==> src/rtl/compositor_pkg.sv <==
// rtl/compositor_pkg.sv - shared defaults and types for the layer compositor
//
// Purpose: default layer count, colour width and transparent colour key,
//          plus index/mask types sized for the default layer count.
// Ports:   none (package).

package compositor_pkg;

    localparam int         NUM_LAYERS_DEFAULT  = 8;
    localparam int         RGB_W_DEFAULT       = 8;
    localparam logic [7:0] TRANSPARENT_DEFAULT = 8'hFF;

    typedef logic [$clog2(NUM_LAYERS_DEFAULT)-1:0] layer_idx_t;
    typedef logic [NUM_LAYERS_DEFAULT-1:0]         layer_mask_t;

endpackage

==> src/rtl/layer_compositor_prio_encoder.sv <==
// rtl/layer_compositor_prio_encoder.sv - combinational lowest-index priority encoder
//
// Purpose: report the lowest set bit of a request mask.
// Ports:
//   mask  in   N      request bits, bit 0 has the highest priority
//   idx   out  IW     index of the lowest set bit, 0 when none is set
//   hit   out  1      at least one bit of mask is set

module prio_encoder #(
    parameter int N  = 8,
    parameter int IW = (N > 1) ? $clog2(N) : 1
) (
    input  logic [N-1:0]  mask,
    output logic [IW-1:0] idx,
    output logic          hit
);

    // Scan from the top down so the lowest set index is the last to assign.
    always_comb begin
        idx = '0;
        hit = 1'b0;
        for (int i = N - 1; i >= 0; i--) begin
            if (mask[i]) begin
                idx = IW'(i);
                hit = 1'b1;
            end
        end
    end

endmodule

==> src/rtl/layer_compositor.sv <==
// rtl/layer_compositor.sv - N-layer priority pixel compositor with collision flags
//
// Purpose: per pixel, output the colour of the highest-priority enabled,
//          non-transparent layer (index 0 highest), else the background.
//          Two-stage pipeline, one pixel per cycle. Layer enables change only
//          at start_of_frame. With LAYER_COMPOSITOR_COLLISION_EN defined, the
//          layers that overlapped during a frame are published at the next
//          start_of_frame; otherwise collision_mask/collision_valid read 0.
// Ports:
//   clk, reset        pixel clock, synchronous active-high reset
//   pixel_valid       active-video pixel this cycle
//   start_of_frame    pulse on the first pixel of a frame
//   layer_req         per-layer drawing request
//   layer_rgb         packed layer colours, layer i at [i*RGB_W +: RGB_W]
//   backGroundRGB     background colour
//   layer_en_in       requested enables, taken at start_of_frame
//   RGBOut/rgb_valid  composited pixel, two cycles after pixel_valid
//   winner_idx/hit    winning layer index / a layer won
//   collision_mask    layers that overlapped during the previous frame
//   collision_valid   pulse when collision_mask updates

module layer_compositor
    import compositor_pkg::*;
#(
    parameter int               NUM_LAYERS  = NUM_LAYERS_DEFAULT,
    parameter int               RGB_W       = RGB_W_DEFAULT,
    parameter logic [RGB_W-1:0] TRANSPARENT = RGB_W'(TRANSPARENT_DEFAULT),
    parameter int               IDX_W       = (NUM_LAYERS > 1) ? $clog2(NUM_LAYERS) : 1
) (
    input  logic                        clk,
    input  logic                        reset,
    input  logic                        pixel_valid,
    input  logic                        start_of_frame,
    input  logic [NUM_LAYERS-1:0]       layer_req,
    input  logic [NUM_LAYERS*RGB_W-1:0] layer_rgb,
    input  logic [RGB_W-1:0]            backGroundRGB,
    input  logic [NUM_LAYERS-1:0]       layer_en_in,
    output logic [RGB_W-1:0]            RGBOut,
    output logic                        rgb_valid,
    output logic [IDX_W-1:0]            winner_idx,
    output logic                        winner_hit,
    output logic [NUM_LAYERS-1:0]       collision_mask,
    output logic                        collision_valid
);

    logic [NUM_LAYERS-1:0]       en_shadow_q, en_shadow_d;
    logic [NUM_LAYERS-1:0]       en_cur;
    logic [NUM_LAYERS-1:0]       qual;

    logic [NUM_LAYERS-1:0]       s1_qual_q, s1_qual_d;
    logic [NUM_LAYERS*RGB_W-1:0] s1_rgb_q, s1_rgb_d;
    logic [RGB_W-1:0]            s1_bg_q, s1_bg_d;
    logic                        s1_valid_q, s1_valid_d;

    logic [RGB_W-1:0]            rgb_out_q, rgb_out_d;
    logic                        rgb_valid_q, rgb_valid_d;
    logic [IDX_W-1:0]            winner_idx_q, winner_idx_d;
    logic                        winner_hit_q, winner_hit_d;

    logic [IDX_W-1:0]            enc_idx;
    logic                        enc_hit;

    // The first pixel of a frame already uses the new enables.
    always_comb begin
        en_cur      = start_of_frame ? layer_en_in : en_shadow_q;
        en_shadow_d = start_of_frame ? layer_en_in : en_shadow_q;
        for (int i = 0; i < NUM_LAYERS; i++) begin
            qual[i] = pixel_valid & layer_req[i] & en_cur[i]
                    & (layer_rgb[i*RGB_W +: RGB_W] != TRANSPARENT);
        end
    end

    always_comb begin
        s1_qual_d  = qual;
        s1_rgb_d   = layer_rgb;
        s1_bg_d    = backGroundRGB;
        s1_valid_d = pixel_valid;
    end

    prio_encoder #(
        .N  (NUM_LAYERS),
        .IW (IDX_W)
    ) u_prio (
        .mask (s1_qual_q),
        .idx  (enc_idx),
        .hit  (enc_hit)
    );

    // Blanking pixels produce all-zero outputs rather than the background.
    always_comb begin
        rgb_out_d    = '0;
        winner_idx_d = '0;
        winner_hit_d = 1'b0;
        rgb_valid_d  = s1_valid_q;
        if (s1_valid_q) begin
            if (enc_hit) begin
                rgb_out_d    = s1_rgb_q[int'(enc_idx)*RGB_W +: RGB_W];
                winner_idx_d = enc_idx;
                winner_hit_d = 1'b1;
            end else begin
                rgb_out_d = s1_bg_q;
            end
        end
    end

    always_ff @(posedge clk) begin
        if (reset) begin
            en_shadow_q  <= '1;
            s1_qual_q    <= '0;
            s1_rgb_q     <= '0;
            s1_bg_q      <= '0;
            s1_valid_q   <= 1'b0;
            rgb_out_q    <= '0;
            rgb_valid_q  <= 1'b0;
            winner_idx_q <= '0;
            winner_hit_q <= 1'b0;
        end else begin
            en_shadow_q  <= en_shadow_d;
            s1_qual_q    <= s1_qual_d;
            s1_rgb_q     <= s1_rgb_d;
            s1_bg_q      <= s1_bg_d;
            s1_valid_q   <= s1_valid_d;
            rgb_out_q    <= rgb_out_d;
            rgb_valid_q  <= rgb_valid_d;
            winner_idx_q <= winner_idx_d;
            winner_hit_q <= winner_hit_d;
        end
    end

    assign RGBOut     = rgb_out_q;
    assign rgb_valid  = rgb_valid_q;
    assign winner_idx = winner_idx_q;
    assign winner_hit = winner_hit_q;

`ifdef LAYER_COMPOSITOR_COLLISION_EN
    logic [NUM_LAYERS-1:0] acc_q, acc_d;
    logic [NUM_LAYERS-1:0] coll_mask_q, coll_mask_d;
    logic                  coll_valid_q, coll_valid_d;
    logic [NUM_LAYERS-1:0] contrib;

    // x & (x-1) clears the lowest set bit, so non-zero means two or more layers.
    always_comb begin
        contrib      = ((qual & (qual - NUM_LAYERS'(1))) != '0) ? qual : '0;
        acc_d        = start_of_frame ? contrib : (acc_q | contrib);
        coll_mask_d  = start_of_frame ? acc_q : coll_mask_q;
        coll_valid_d = start_of_frame;
    end

    always_ff @(posedge clk) begin
        if (reset) begin
            acc_q        <= '0;
            coll_mask_q  <= '0;
            coll_valid_q <= 1'b0;
        end else begin
            acc_q        <= acc_d;
            coll_mask_q  <= coll_mask_d;
            coll_valid_q <= coll_valid_d;
        end
    end

    assign collision_mask  = coll_mask_q;
    assign collision_valid = coll_valid_q;
`else
    assign collision_mask  = '0;
    assign collision_valid = 1'b0;
`endif

endmodule

==> config.mk <==
export PLATFORM = sky130hd
export DESIGN_NAME = layer_compositor
export DESIGN_NICKNAME = d
export VERILOG_FILES = /design/src/rtl/compositor_pkg.sv /design/src/rtl/layer_compositor_prio_encoder.sv /design/src/rtl/layer_compositor.sv
export SDC_FILE = /design/constraint.sdc
export NUM_CORES = 1
export LEC_CHECK = 0
export ABC_AREA = 1
export CAP_MARGIN = 10
export CORE_UTILIZATION = 25
export CTS_BUF_LIST = sky130_fd_sc_hd__clkbuf_8
export DETAILED_ROUTE_END_ITERATION = 8
export PLACE_DENSITY_LB_ADDON = 0.05
export REMOVE_ABC_BUFFERS = 1
export SLEW_MARGIN = 20
export SYNTH_ARGS = -nofsm -noshare
export SYNTH_HDL_FRONTEND = slang
export SYNTH_SLANG_ARGS = --single-unit
==> constraint.sdc <==
create_clock -name clk -period 1.5 [get_ports clk]
set_input_delay 0.3 -clock clk [delete_from_list [all_inputs] [get_ports clk]]
set_output_delay 0.3 -clock clk [all_outputs]
set_load 0.02 [all_outputs]
==> impl_metrics.ini, run 1 <==
[routing]
dr.first_iter.drc_count = 210
drc_errors = 0
drt_wl_total_um = 11200
viasPerCell = 4.04
drtAntennaViolNets = 0
routed-via-count = 3585
wl_per_cell_um = 12.6
firstDrtPassIters = 4

[synthesis]
yosysTopAreaCellShare_pct = 50.4
yosys-top-cells-area = dfxtp_1, inv_1, nand3_1, nand2_1, nor2_1
yosysTopAreaCell = dfxtp_1
ys_seq_area_share_pct = 50.4
synth_cell_types = 28
avgSynthCellArea_um2 = 7.62
ys_ff_latch = 102
synthCells = 532
syn_area_um2 = 4050
ys_warn_count = 0

[critical_path]
r2r-end = RGBOut[0]$_SDFF_PP0_
required_ps = 1780
cp.arrival_ps = 1790
reg2reg_from = s1_qual_q[6]$_SDFF_PP0_
r2r_slack_ps = -9
cp_max_fo = 20
reg2reg_depth = 16
cp-end-kind = flip-flop
worstSetupPathType = reg -> reg
startpoint_type = flip-flop

[global_routing]
globalRouteOverflowTotal = 0
track_usage_pct = 14.4
grt_max_degree = 73
grt_pass1_vias = 3694
grt_pass1_wl_um = 17900
antenna_found_initial = 0

[pwr]
pwr-share-clk_pct = 28.1
power_switching_mw = 1.46
power_density_nw_per_um2 = 951
seqPwrFrac_pct = 52.6
ir_drop_uv = 379
p_sw_share_pct = 26.5
p_leak_nw = 2.83
p_comb_share_pct = 19.3
intPower_mw = 4.04

[sta]
period_minus_slack_ps = 1510
finalWorstSetupSlack_ps = -9.18
rsz0062_at_grt = true
hold_viol_final = 0
fmax_ghz = 0.663
fin_skew_ps = 6.52
post-route-period-util_pct = 101
drv_slew = 0
worst_pin_slew_ps = 513
setup-violations-final = 1
setup_tns_ps = -9.18
slew_headroom_pct = 65.7

[clock_network]
h-tree-depth = 3
cts_made_buffers = 9
clk_pin_slew_worst_paths_ps = 90
ctsHoldBuffers = 0
cts.sinks = 102
ctsRootBufferMaster = clkbuf_8
cts_tree = done
clockBufferDepth = 2
clk_latency_ps = 380

[layout]
final_common_cell = inv_1
final_cell_mix = inv_1, dfxtp_1, clkdlybuf4s50_1
area_growth_syn_to_layout_pct = 42.7
fin_nets = 759
diodes = 0
drive_gt1_share_pct = 12.2

[place]
port_buffers = 104
post-dp-hpwl_um = 8730
gp_congestion = 0.760
pre_cts_slack_ps = -131

[die]
core_um2 = 15800
start_util_pct = 25.6
fp.dieW_um = 129
rows = 46
dieArea_um2 = 16700
die_h_um = 129
io_pins = 114

[worst_hold_path]
min_from = reset
hold_path_depth = 4
hold_class = in -> reg
whs_endpoint = en_shadow_q[5]$_SDFF_PP1_

[status]
violations = negative setup slack
status = finished, violations left

[run]
cap_violations = 0
[state kept, by name (all words and copies together) (netlist names)]
name	cells
en_shadow_q	8
rgb_valid_d	1
s1_bg_q	8
winner_hit	1
winner_idx	3
rgb_valid	1
s1_qual_q	8
s1_rgb_q	64
RGBOut	8
[logic make-up (layout without fill, tap and decap cells)]
kind of cell           Yosys count  count (layout)  synth area share [%]
multiplexers                     6               6                  1.48
buffers and inverters          149             280                  15.8
AND/OR/NAND/NOR                257             257                  28.8
flip-flops                     102             102                  50.4
AO/OA/AOI/OAI                   17              17                  3.49
other                            1               9                0.0925
[how the worst max path moves through the flow]
stage | startpoint | endpoint | slack, ps
final | s1_qual_q[6]$_SDFF_PP0_ | RGBOut[0]$_SDFF_PP0_ | -9
after global routing | s1_qual_q[6]$_SDFF_PP0_ | RGBOut[0]$_SDFF_PP0_ | -120
after CTS | s1_qual_q[6]$_SDFF_PP0_ | RGBOut[0]$_SDFF_PP0_ | -20
after detailed placement | layer_rgb[6] | s1_qual_q[0]$_SDFF_PP0_ | -130
after global placement | layer_rgb[46] | s1_qual_q[5]$_SDFF_PP0_ | -130
after floorplan | s1_qual_q[0]$_SDFF_PP0_ | RGBOut[0]$_SDFF_PP0_ | -160
[cell type report]
class / count / area, um2
inverter: 121 / 457
tap: 216 / 270
sequential: 102 / 2050
clock inverter: 4 / 16.3
clock buffer: 11 / 151
timing repair buffer: 144 / 1400
multi-input combinational: 289 / 1450
fill: 1704 / 10000
[Yosys cell counts, drive strengths merged]
| cell | n |
|---|---|
| inv | 120 |
| dfxtp | 102 |
| nand2 | 84 |
| nor2 | 79 |
| nand3 | 64 |
| buf | 17 |
| clkbuf | 11 |
| nand3b | 11 |
| nor3 | 8 |
| a311oi | 6 |
| mux2i | 6 |
| nand4 | 6 |
| nor4 | 4 |
| o211ai | 4 |
| o21ai | 4 |
| a221oi | 2 |
| a31oi | 1 |
| clkinv | 1 |
| conb | 1 |
| or2 | 1 |
[power groups by stage]
stage	clock [mW]	combinational, mW	sequential [mW]
6_report	1.55	1.06	2.89
5_1_grt	1.73	1.19	2.91
4_1_cts	1.64	1.04	2.89
3_5_place_dp	0	1.02	2.95
3_3_place_gp	0	1.02	2.96
2_1_floorplan	0	0.450	2.95
[layer usage]
| metal | vias to the layer above | wire length [um] | global-route usage [%] |
|---|---|---|---|
| met5 | - | 0 | 0 |
| met4 | 0 | 134 | 4.29 |
| met3 | 11 | 524 | 4.05 |
| met2 | 71 | 5350 | 24.6 |
| met1 | 1639 | 5200 | 17.5 |
| li1 | 1864 | - | - |
[worst max-delay path: stages, from the launching register on]
cell     delay (ps)
dfxtp_2         340
inv_2            30
nand2_1          50
nand2_1          50
nand2_1          60
nand2_1          60
nand2_2          70
nand2_4          80
nand2_8         100
buf_12          150
nand2_1          60
nand3_1          60
nand2_1          60
nand2_1          60
nand3_1          70
nand2_1          60
inv_1            40
[repair_timing]
action,4_1_cts,5_1_grt
cloned,0,2
setup endpoints to repair,18,8
gates resized for setup,22,12
buffers inserted,1,0
hold endpoints to repair,0,0
[stage by stage]
| stage | cells | cell area [um2] | hold slack, ps | power (mW) | utilization, % |
|---|---|---|---|---|---|
| floorplan | 512 | 3900 | 371 | 3.40 | - |
| global placement | 869 | 5520 | 443 | 3.98 | 34.9 |
| detailed placement | 869 | 5520 | 443 | 3.98 | 34.9 |
| CTS | 885 | 5710 | 398 | 5.57 | 36.1 |
| global route | 887 | 5780 | 408 | 5.82 | 36.5 |
| finish | 887 | 5780 | 413 | 5.50 | 36.5 |
Power figures use the tool's default switching activity.
==> run 2, diff against run 1 <==
--- a/config.mk
+++ b/config.mk
@@ -6,7 +6,7 @@
 export NUM_CORES = 1
 export LEC_CHECK = 0
 export ABC_AREA = 1
-export CAP_MARGIN = 10
+export CAP_MARGIN = 20
 export CORE_UTILIZATION = 25
 export CTS_BUF_LIST = sky130_fd_sc_hd__clkbuf_8
 export DETAILED_ROUTE_END_ITERATION = 8
==> results of run 2 <==
No change in the layout: final DEF, timing and power equal those of run 1.
